**src/rtl/cpu_ctrl_pkg.sv**
```systemverilog
// Shared types and encodings for the multicycle control unit: FSM states, ALU ops, data-processing cmds, cond codes.
// Latency/backpressure: not applicable (package holds declarations only).
package cpu_ctrl_pkg;

    typedef enum logic [3:0] {
        S_FETCH  = 4'd0,
        S_DECODE = 4'd1,
        S_MEMADR = 4'd2,
        S_MEMRD  = 4'd3,
        S_MEMWB  = 4'd4,
        S_MEMWR  = 4'd5,
        S_EXECR  = 4'd6,
        S_EXECI  = 4'd7,
        S_ALUWB  = 4'd8,
        S_BRANCH = 4'd9
    } state_t;

    localparam logic [3:0] ALU_ADD = 4'b0000;
    localparam logic [3:0] ALU_SUB = 4'b0001;
    localparam logic [3:0] ALU_AND = 4'b0010;
    localparam logic [3:0] ALU_ORR = 4'b0011;
    localparam logic [3:0] ALU_MOV = 4'b0100;
    localparam logic [3:0] ALU_EOR = 4'b0101;

    localparam logic [3:0] CMD_AND = 4'b0000;
    localparam logic [3:0] CMD_EOR = 4'b0001;
    localparam logic [3:0] CMD_SUB = 4'b0010;
    localparam logic [3:0] CMD_ADD = 4'b0100;
    localparam logic [3:0] CMD_TST = 4'b1000;
    localparam logic [3:0] CMD_CMP = 4'b1010;
    localparam logic [3:0] CMD_ORR = 4'b1100;
    localparam logic [3:0] CMD_MOV = 4'b1101;

    localparam logic [3:0] COND_EQ = 4'b0000;
    localparam logic [3:0] COND_NE = 4'b0001;
    localparam logic [3:0] COND_CS = 4'b0010;
    localparam logic [3:0] COND_CC = 4'b0011;
    localparam logic [3:0] COND_MI = 4'b0100;
    localparam logic [3:0] COND_PL = 4'b0101;
    localparam logic [3:0] COND_VS = 4'b0110;
    localparam logic [3:0] COND_VC = 4'b0111;
    localparam logic [3:0] COND_HI = 4'b1000;
    localparam logic [3:0] COND_LS = 4'b1001;
    localparam logic [3:0] COND_GE = 4'b1010;
    localparam logic [3:0] COND_LT = 4'b1011;
    localparam logic [3:0] COND_GT = 4'b1100;
    localparam logic [3:0] COND_LE = 4'b1101;
    localparam logic [3:0] COND_AL = 4'b1110;

    typedef struct packed {
        logic [3:0] alu;
        logic       nowrite;
        logic       flag_nz;
        logic       flag_cv;
    } cmd_dec_t;

    // Unknown commands fall through to a harmless no-write, no-flag op.
    function automatic cmd_dec_t decode_cmd(input logic [3:0] cmd, input logic s);
        cmd_dec_t d;
        d = '{alu: ALU_ADD, nowrite: 1'b1, flag_nz: 1'b0, flag_cv: 1'b0};
        case (cmd)
            CMD_ADD: d = '{alu: ALU_ADD, nowrite: 1'b0, flag_nz: s,    flag_cv: s};
            CMD_SUB: d = '{alu: ALU_SUB, nowrite: 1'b0, flag_nz: s,    flag_cv: s};
            CMD_AND: d = '{alu: ALU_AND, nowrite: 1'b0, flag_nz: s,    flag_cv: 1'b0};
            CMD_ORR: d = '{alu: ALU_ORR, nowrite: 1'b0, flag_nz: s,    flag_cv: 1'b0};
            CMD_EOR: d = '{alu: ALU_EOR, nowrite: 1'b0, flag_nz: s,    flag_cv: 1'b0};
            CMD_MOV: d = '{alu: ALU_MOV, nowrite: 1'b0, flag_nz: s,    flag_cv: 1'b0};
            CMD_CMP: d = '{alu: ALU_SUB, nowrite: 1'b1, flag_nz: 1'b1, flag_cv: 1'b1};
            CMD_TST: d = '{alu: ALU_AND, nowrite: 1'b1, flag_nz: 1'b1, flag_cv: 1'b0};
            default: ;
        endcase
        return d;
    endfunction

endpackage

```
**src/rtl/cond_unit.sv**
```systemverilog
// Stored {N,Z,C,V} flag register plus condition-code evaluation against those stored flags.
// Latency: flags update one edge after write enables; condex is combinational. No backpressure.
module cond_unit
    import cpu_ctrl_pkg::*;
#(
    parameter logic [3:0] FLAGS_RST = 4'b0000
) (
    input  logic       clk,
    input  logic       reset,
    input  logic [3:0] cond,
    input  logic [3:0] aluflags,
    input  logic       flag_wr_nz,
    input  logic       flag_wr_cv,
    output logic       condex
);

    logic [3:0] flags;
    logic       n, z, c, v;

    always_ff @(posedge clk or posedge reset) begin
        if (reset) begin
            flags <= FLAGS_RST;
        end else begin
            if (flag_wr_nz) flags[3:2] <= aluflags[3:2];
            if (flag_wr_cv) flags[1:0] <= aluflags[1:0];
        end
    end

    assign {n, z, c, v} = flags;

    // Reads the registered value, so a same-cycle write is not visible here.
    always_comb begin
        condex = 1'b0;
        case (cond)
            COND_EQ: condex = z;
            COND_NE: condex = ~z;
            COND_CS: condex = c;
            COND_CC: condex = ~c;
            COND_MI: condex = n;
            COND_PL: condex = ~n;
            COND_VS: condex = v;
            COND_VC: condex = ~v;
            COND_HI: condex = c & ~z;
            COND_LS: condex = ~c | z;
            COND_GE: condex = (n == v);
            COND_LT: condex = (n != v);
            COND_GT: condex = ~z & (n == v);
            COND_LE: condex = z | (n != v);
            COND_AL: condex = 1'b1;
            default: condex = 1'b0;
        endcase
    end

endmodule

```
**src/rtl/multicycle_controller.sv**
```systemverilog
// Multicycle ARM-subset control FSM: drives datapath enables/selects per state, owns flags via cond_unit.
// Latency: outputs are combinational from state; MemReady low stalls FETCH, MEMRD and MEMWR in place.
module multicycle_controller
    import cpu_ctrl_pkg::*;
#(
    parameter logic [3:0] FLAGS_RST = 4'b0000
) (
    input  logic       clk,
    input  logic       reset,
    input  logic [3:0] Cond,
    input  logic [1:0] Op,
    input  logic [5:0] Funct,
    input  logic [3:0] Rd,
    input  logic [3:0] ALUFlags,
    input  logic       MemReady,
    output logic       PCWrite,
    output logic       IRWrite,
    output logic       RegW,
    output logic       MemW,
    output logic       AdrSrc,
    output logic       ALUSrcA,
    output logic [1:0] ResultSrc,
    output logic [1:0] ALUSrcB,
    output logic [1:0] ImmSrc,
    output logic [1:0] RegSrc,
    output logic [3:0] ALUControl
);

    state_t   state, state_nxt;
    cmd_dec_t dec;
    logic     in_exec;
    logic     condex;
    logic     rd_is_pc;

    assign dec      = decode_cmd(Funct[4:1], Funct[0]);
    assign in_exec  = (state == S_EXECR) || (state == S_EXECI);
    assign rd_is_pc = (Rd == 4'b1111);

    cond_unit #(
        .FLAGS_RST (FLAGS_RST)
    ) u_cond (
        .clk        (clk),
        .reset      (reset),
        .cond       (Cond),
        .aluflags   (ALUFlags),
        .flag_wr_nz (in_exec & dec.flag_nz),
        .flag_wr_cv (in_exec & dec.flag_cv),
        .condex     (condex)
    );

    always_ff @(posedge clk or posedge reset) begin
        if (reset) state <= S_FETCH;
        else       state <= state_nxt;
    end

    always_comb begin
        state_nxt = S_FETCH;
        case (state)
            S_FETCH:  state_nxt = MemReady ? S_DECODE : S_FETCH;
            S_DECODE: begin
                if (condex) begin
                    case (Op)
                        2'b01:   state_nxt = S_MEMADR;
                        2'b00:   state_nxt = Funct[5] ? S_EXECI : S_EXECR;
                        2'b10:   state_nxt = S_BRANCH;
                        default: state_nxt = S_FETCH;
                    endcase
                end
            end
            S_MEMADR: state_nxt = Funct[0] ? S_MEMRD : S_MEMWR;
            S_MEMRD:  state_nxt = MemReady ? S_MEMWB : S_MEMRD;
            S_MEMWR:  state_nxt = MemReady ? S_FETCH : S_MEMWR;
            S_EXECR,
            S_EXECI:  state_nxt = dec.nowrite ? S_FETCH : S_ALUWB;
            default:  state_nxt = S_FETCH;
        endcase
    end

    always_comb begin
        PCWrite    = 1'b0;
        IRWrite    = 1'b0;
        RegW       = 1'b0;
        MemW       = 1'b0;
        AdrSrc     = 1'b0;
        ALUSrcA    = 1'b0;
        ResultSrc  = 2'b00;
        ALUSrcB    = 2'b00;
        ALUControl = ALU_ADD;
        ImmSrc     = Op;
        RegSrc     = {Op == 2'b01, Op == 2'b10};
        case (state)
            S_FETCH: begin
                ALUSrcA   = 1'b1;
                ALUSrcB   = 2'b10;
                ResultSrc = 2'b10;
                IRWrite   = MemReady;
                PCWrite   = MemReady;
            end
            S_DECODE: begin
                ALUSrcA   = 1'b1;
                ALUSrcB   = 2'b10;
                ResultSrc = 2'b10;
            end
            S_MEMADR: ALUSrcB = 2'b01;
            S_MEMRD:  AdrSrc  = 1'b1;
            S_MEMWR: begin
                AdrSrc = 1'b1;
                MemW   = 1'b1;
            end
            S_MEMWB: begin
                ResultSrc = 2'b01;
                PCWrite   = rd_is_pc;
                RegW      = ~rd_is_pc;
            end
            S_EXECR:  ALUControl = dec.alu;
            S_EXECI: begin
                ALUSrcB    = 2'b01;
                ALUControl = dec.alu;
            end
            S_ALUWB: begin
                PCWrite = rd_is_pc;
                RegW    = ~rd_is_pc;
            end
            S_BRANCH: begin
                ALUSrcB   = 2'b01;
                ResultSrc = 2'b10;
                PCWrite   = 1'b1;
            end
            default: ;
        endcase
    end

endmodule

```
**config.mk**
```make
export PLATFORM = sky130hd
export DESIGN_NAME = multicycle_controller
export DESIGN_NICKNAME = d
export VERILOG_FILES = /design/src/rtl/cpu_ctrl_pkg.sv /design/src/rtl/cond_unit.sv /design/src/rtl/multicycle_controller.sv
export SDC_FILE = /design/constraint.sdc
export NUM_CORES = 1
export LEC_CHECK = 0
export BUFFER_PORTS_ARGS = -buffer_cell sky130_fd_sc_hd__buf_2
export CAP_MARGIN = 20
export CORE_AREA = 2 2 60 62
export DETAILED_ROUTE_END_ITERATION = 10
export DIE_AREA = 0 0 62 64
export PLACE_DENSITY = 0.52
export SETUP_SLACK_MARGIN = 0.02
export SLEW_MARGIN = 20
export SYNTH_ARGS = -nofsm -noshare
export SYNTH_HDL_FRONTEND = slang
export SYNTH_SLANG_ARGS = --single-unit
```
**constraint.sdc**
```tcl
create_clock -name clk -period 1.6 [get_ports clk]
set_clock_uncertainty 0.1 [all_clocks]
set_input_delay 0.32 -clock clk [delete_from_list [all_inputs] [get_ports clk]]
set_output_delay 0.32 -clock clk [all_outputs]
set_load 0.005 [all_outputs]
```
After elaboration in Yosys (flattened, before gate mapping)
Cells that the tools add are included.

Memories: 0. Bits of input ports: 23. Bits in latches: 0. Output and inout port bits: 18. Register bits after elaboration: 8. Bits in read-only memories: 0. Logic and storage cells: 80. Bits in writable memories: 0.

$lt $le $gt $ge: 0. Reductions and logical operators: 11. Divide/modulo/power cells: 0. Multipliers: 0. Bitwise operators: 11. Shifts and indexed selects: 0. Add/sub/neg operators: 0. Eq/ne operators: 35. Multiplexer cells: 20.

Operators with widths (count): $eq 4x4->1 const B (14); $pmux 6 s8 (1); $eq 4x3->1 const B (9); $pmux 4 s6 (1); $eq 4x2->1 const B (5); $pmux 1 s15 (1); $eq 4x1->1 const B (3); $logic_not 4->1 (3); $mux 4 (3); $pmux 4 s3 (1); $mux 3 (3); $pmux 2 s2 (2); $reduce_or 2->1 (4); $mux 1 (7); $reduce_or 3->1 (2); $not 1->1 (5); $and 1x1->1 (4); $pmux 1 s3 (1); $eq 2x1->1 const B (1); $eq 2x2->1 const B (1); $logic_not 2->1 (1); $or 1x1->1 (2); $eq 1x1->1 (1); $logic_or 1x1->1 (1); $ne 1x1->1 (1).

Depth between registers and ports, before layout
Depth after elaboration: 5. Gate-level depth with buffers: 6. Depth with buffers taken out: 5.

Modules after synthesis
From an unflattened synthesis, not the netlist that was laid out.

Cell total of the unflattened synthesis: 116. Area, all modules: 927.1 sq um.

Modules (own cells, without submodules): multicycle_controller (cells an instance 85, seq. area each 100.1 sq um, area each 621.8 sq um, instances 1); cond_unit (cells an instance 31, seq. area each 100.1 sq um, area each 305.3 sq um, instances 1).

Worst setup path before layout
OpenSTA, ideal clock, no wires.

Path type: input to register. Start: input port Funct[3]. End: register u_cond.flags[0]. Stages on the path: 5. Setup time: 0.125 ns. Required time: 1.375 ns. Arrival: 1.488 ns. Buffers on the path: 1. Slack: -0.113 ns. Cells stage by stage: buf_2 -> or2b_2 -> a2bb2oi_1 -> nor3_1 -> mux2_2.

Longest elaborated chain between the ends: 3. Elaborated cells on any way between the ends: 10. Classes of those cells: eq/ne (7); mux (1); bitwise (1); reduce/logical (1).

Ends and longest elaborated chain: start: declaration (line multicycle_controller.sv:12) `input logic [5:0] Funct,`; $eq 4x4->1, or another cell as far along (line cpu_ctrl_pkg.sv:61) `case (cmd)`; $pmux 6 s8 * (line cpu_ctrl_pkg.sv:61); $and 1x1->1 * (line multicycle_controller.sv:47) `.flag_wr_cv (in_exec & dec.flag_cv),`; end signal: assignment (line cond_unit.sv:25) `if (flag_wr_cv) flags[1:0] <= aluflags[1:0];`; end: declaration (line cond_unit.sv:17) `logic [3:0] flags;`.

Every way passes the cells marked *; elsewhere a longest branch is shown, timed or not. A chain may end at the register's enable or synchronous reset.

Worst setup path after layout
Start: register state[3]. End: output port RegW.

Longest elaborated chain between the ends: 3. Elaborated cells on any way between the ends: 4. Classes of those cells: eq/ne (2); mux (1); reduce/logical (1).

Ends and longest elaborated chain: start: declaration (line multicycle_controller.sv:29) `state_t state, state_nxt;`; start signal: assignment (line multicycle_controller.sv:53) `else state <= state_nxt;`; $eq 4x3->1 / $eq 4x4->1 (equally long branches) (line multicycle_controller.sv:91) `case (state)`; $reduce_or 2->1 (no source line) *; $mux 1 *; end: declaration (line multicycle_controller.sv:18) `output logic RegW,`.

Marked as above.

==> results.py <==
metrics = {
    "floorplan": {
        "rows": 21,
        "ios": 41,
        "die_h_um": 64,
        "die_x_um": 62,
        "die-area_um2": 3970,
        "design.core.area_um2": 3280,
        "initial_core_util": 0.279,
    },
    "logic_synthesis": {
        "yosysWarningCount": 0,
        "syn-instance-count": 120,
        "netlist_area_um2": 916,
        "ys_ff_latch": 8,
        "ys.flop_type": "dfrtp_1",
        "async_flop_share": 1.00,
        "synth-seq-area-share": 0.219,
        "syn_area_per_cell_um2": 7.63,
        "synthDistinctLibCells": 44,
        "synth_edf_count": 0,
        "synth_nets": 143,
    },
    "timing": {
        "finalCritPeriodShare": 1.12,
        "timing.final.ws_setup_ns": -0.194,
        "final-hold-violation-count": 0,
        "finalMaxSlewViolations": 0,
        "fmaxAchievable_mhz": 557,
        "period_needed_ns": 1.79,
        "setup_viol": 17,
        "grt_setup_unrepaired": "true",
    },
    "worst_setup_path": {
        "startpoint_type": "flip-flop",
        "critical_path.max_fanout": 6,
        "worst_setup_path_end_kind": "primary output",
        "r2r_start": "u_cond.flags[0]$_DFFE_PP0P_",
        "r2r_cells": 5,
        "arrival_ns": 1.37,
        "ff2ff_setup_slack_ns": -0.14,
        "r2r-end": "state[3]$_DFF_PP0_",
        "criticalPathCategory": "reg2out",
        "required_ns": 1.18,
    },
    "clocking": {
        "cts_tree": "yes",
        "clkLatencyLatePin_ns": 0.24,
        "cts_buffers": 3,
        "ctsHtreeMaxLevel": 1,
        "clk_pin_slew_ns": 0.05,
        "cts_root_buf": "clkbuf_4",
        "cts_max_path_buffers": 2,
        "cts.sinks": 8,
    },
    "worst_hold_path": {
        "min_to": "u_cond.flags[0]$_DFFE_PP0P_",
        "min_path_type": "in2reg",
        "min_delay_path_depth": 2,
        "min-delay-start": "ALUFlags[0]",
    },
    "power_and_ir_drop": {
        "sequentialPowerShare": 0.187,
        "combinationalPowerShare": 0.741,
        "pwr-share-clk": 0.072,
        "internal_power_w": 0.00123,
        "p_leak_nw": 0.828,
        "p_switching_w": 0.000805,
        "vdd_ir_drop_max_uv": 364,
        "power_w": 0.00203,
        "swShare": 0.396,
        "pwr_density_cell_nw_per_um2": 1190,
    },
    "routing": {
        "drt_pass1_iterations": 4,
        "first_iter_violations": 18,
        "dr_total_vias": 1182,
        "routed_via_density": 4.86,
        "drt-wirelength-per-cell_um": 12.6,
        "drc_errors": 0,
        "wl_mm": 3.05,
        "drtAntennaViolNets": 0,
    },
    "grt": {
        "grt.overflow.total": 0,
        "grt_max_degree": 10,
        "grt_pass1_wl_mm": 4.89,
        "grt_pass1_vias": 1177,
        "antenna_found_initial": 0,
        "grt_util_all_layers": 0.157,
    },
    "layout": {
        "nNetsFinal": 222,
        "syn2layout_area_growth_pct": 87.2,
        "finalNonFillerCells": 243,
        "diodes": 0,
        "post_route_cells_drive_above_1_share": 0.660,
    },
    "placement": {
        "port_buffers": 39,
        "dp.cells": 219,
        "hpwl_mm": 2.05,
        "routabilityCongestion": 0.750,
    },
    "status": {
        "outcome": "finished, violations left",
        "violations": "setup timing",
    },
    "run": {
        "drv_cap": 0,
    },
}
## cell families (layout without fill, tap and decap cells)
kind of cell | Yosys count | in the layout | share of synthesized area
buffers and inverters | 14 | 91 | 0.0738
muxes | 7 | 7 | 0.0833
other | 1 | 1 | 0.00409
AOI/OAI and AO/OA | 29 | 29 | 0.236
and+or+nand+nor | 57 | 57 | 0.346
xor gates and xnor gates | 4 | 4 | 0.0383
DFF | 8 | 8 | 0.219
## registers in the layout, summed over array words and instances, names as in the netlist
signal        cells
state             4
u_cond.flags      4
## critical path: stages (launching register included)
cell	delay (ns)
dfrtp_2	0.42
buf_6	0.15
nand2b_4	0.06
a2111oi_4	0.33
buf_2	0.16
## layout by cell type (no fill, tap or decap), drive strengths merged, types with 2 or more instances in the layout
master  synthesis  routed
buf             7      82
nor2           17      17
nor3            8       8
dfrtp           8       8
inv             5       5
mux2            5       5
a21oi           5       5
o21ai           5       5
nand2b          5       5
nor2b           5       5
nand2           4       4
o22ai           4       4
and2b           4       4
nand3b          3       3
xor2            3       3
clkbuf          2       3
a22oi           3       3
or3             2       2
nand3           2       2
mux2i           2       2
a211oi          2       2
a21boi          2       2
## layout make-up
type / count / area, µm²
fill: 308 / 1570
multi-input combinational: 98 / 852
timing repair buffer: 83 / 558
sequential: 8 / 205
tap: 46 / 57.6
clock buffer: 3 / 22.5
inverter: 5 / 18.8
## through the flow
| step | setup slack, ns | hold slack, ns | area (µm²) | utilization | TNS, ns |
|---|---|---|---|---|---|
| final | -0.194 | 0.203 | 1710 | 0.522 | -2.03 |
| after floorplan | -0.00101 | 0.0357 | 953 | - | -0.00101 |
| after detailed placement | -0.209 | 0.169 | 1320 | 0.402 | -1.04 |
| after global routing | -0.281 | 0.189 | 1710 | 0.522 | -3.42 |
| after CTS | -0.171 | 0.192 | 1610 | 0.491 | -1.64 |
| after global placement | -0.174 | 0.166 | 1320 | 0.402 | -0.911 |
## synthesized netlist by cell type, types with 2 or more instances
cell	n	share of area
a21oi_1	5	0.027
a22oi_1	3	0.025
and2b_2	3	0.029
buf_2	3	0.016
buf_4	3	0.025
clkbuf_1	2	0.0082
dfrtp_1	8	0.22
inv_1	5	0.020
mux2_2	5	0.061
mux2i_1	2	0.022
nand2_1	4	0.016
nand2b_1	5	0.034
nand3_1	2	0.011
nand3b_1	3	0.025
nor2_1	17	0.070
nor2b_1	5	0.034
nor3_1	8	0.044
o21ai_0	5	0.027
o22ai_1	4	0.027
or3_1	2	0.014
xor2_1	3	0.029
## how the worst max path moves through the flow
| stage | start | to | slack (ns) | depth (start not counted) |
|---|---|---|---|---|
| 6_report | state[3]$_DFF_PP0_ | RegW | -0.19 | 4 |
| 5_1_grt | state[3]$_DFF_PP0_ | RegW | -0.28 | 4 |
| 4_1_cts | state[2]$_DFF_PP0_ | RegW | -0.17 | 4 |
| 3_5_place_dp | Cond[2] | state[2]$_DFF_PP0_ | -0.21 | 6 |
| 3_3_place_gp | Cond[0] | state[2]$_DFF_PP0_ | -0.17 | 6 |
| 2_1_floorplan | u_cond.flags[0]$_DFFE_PP0P_ | state[3]$_DFF_PP0_ | -0.001 | 5 |
## routing by layer
layer  global-route usage  vias up  wire length (µm)
met5                    0        -                 0
met3               0.0121        4                96
met4               0.0585        0                37
li1                     -      586                 -
met2                0.281       32              1630
met1                0.186      560              1290
## timing repair
| item | 4_1_cts | 5_1_grt |
|---|---|---|
| endpoints found under the hold margin | 8 | 0 |
| endpoints found under the setup margin | 21 | 21 |
| hold buffers | 1 | 0 |
| pin swaps | 14 | 11 |
| gates resized for setup | 34 | 15 |
| gates cloned | 0 | 0 |
| setup buffers | 15 | 6 |
## power groups by stage
stage / logic (W) / registers (W) / clock network, W
finish: 0.00151 / 0.000380 / 0.000146
global route: 0.00164 / 0.000390 / 0.000165
CTS: 0.00135 / 0.000375 / 0.000153
detailed placement: 0.000961 / 0.000379 / 0
global placement: 0.000936 / 0.000377 / 0
floorplan: 0.000599 / 0.000322 / 0
No activity file was read; power rests on OpenSTA's default activity.
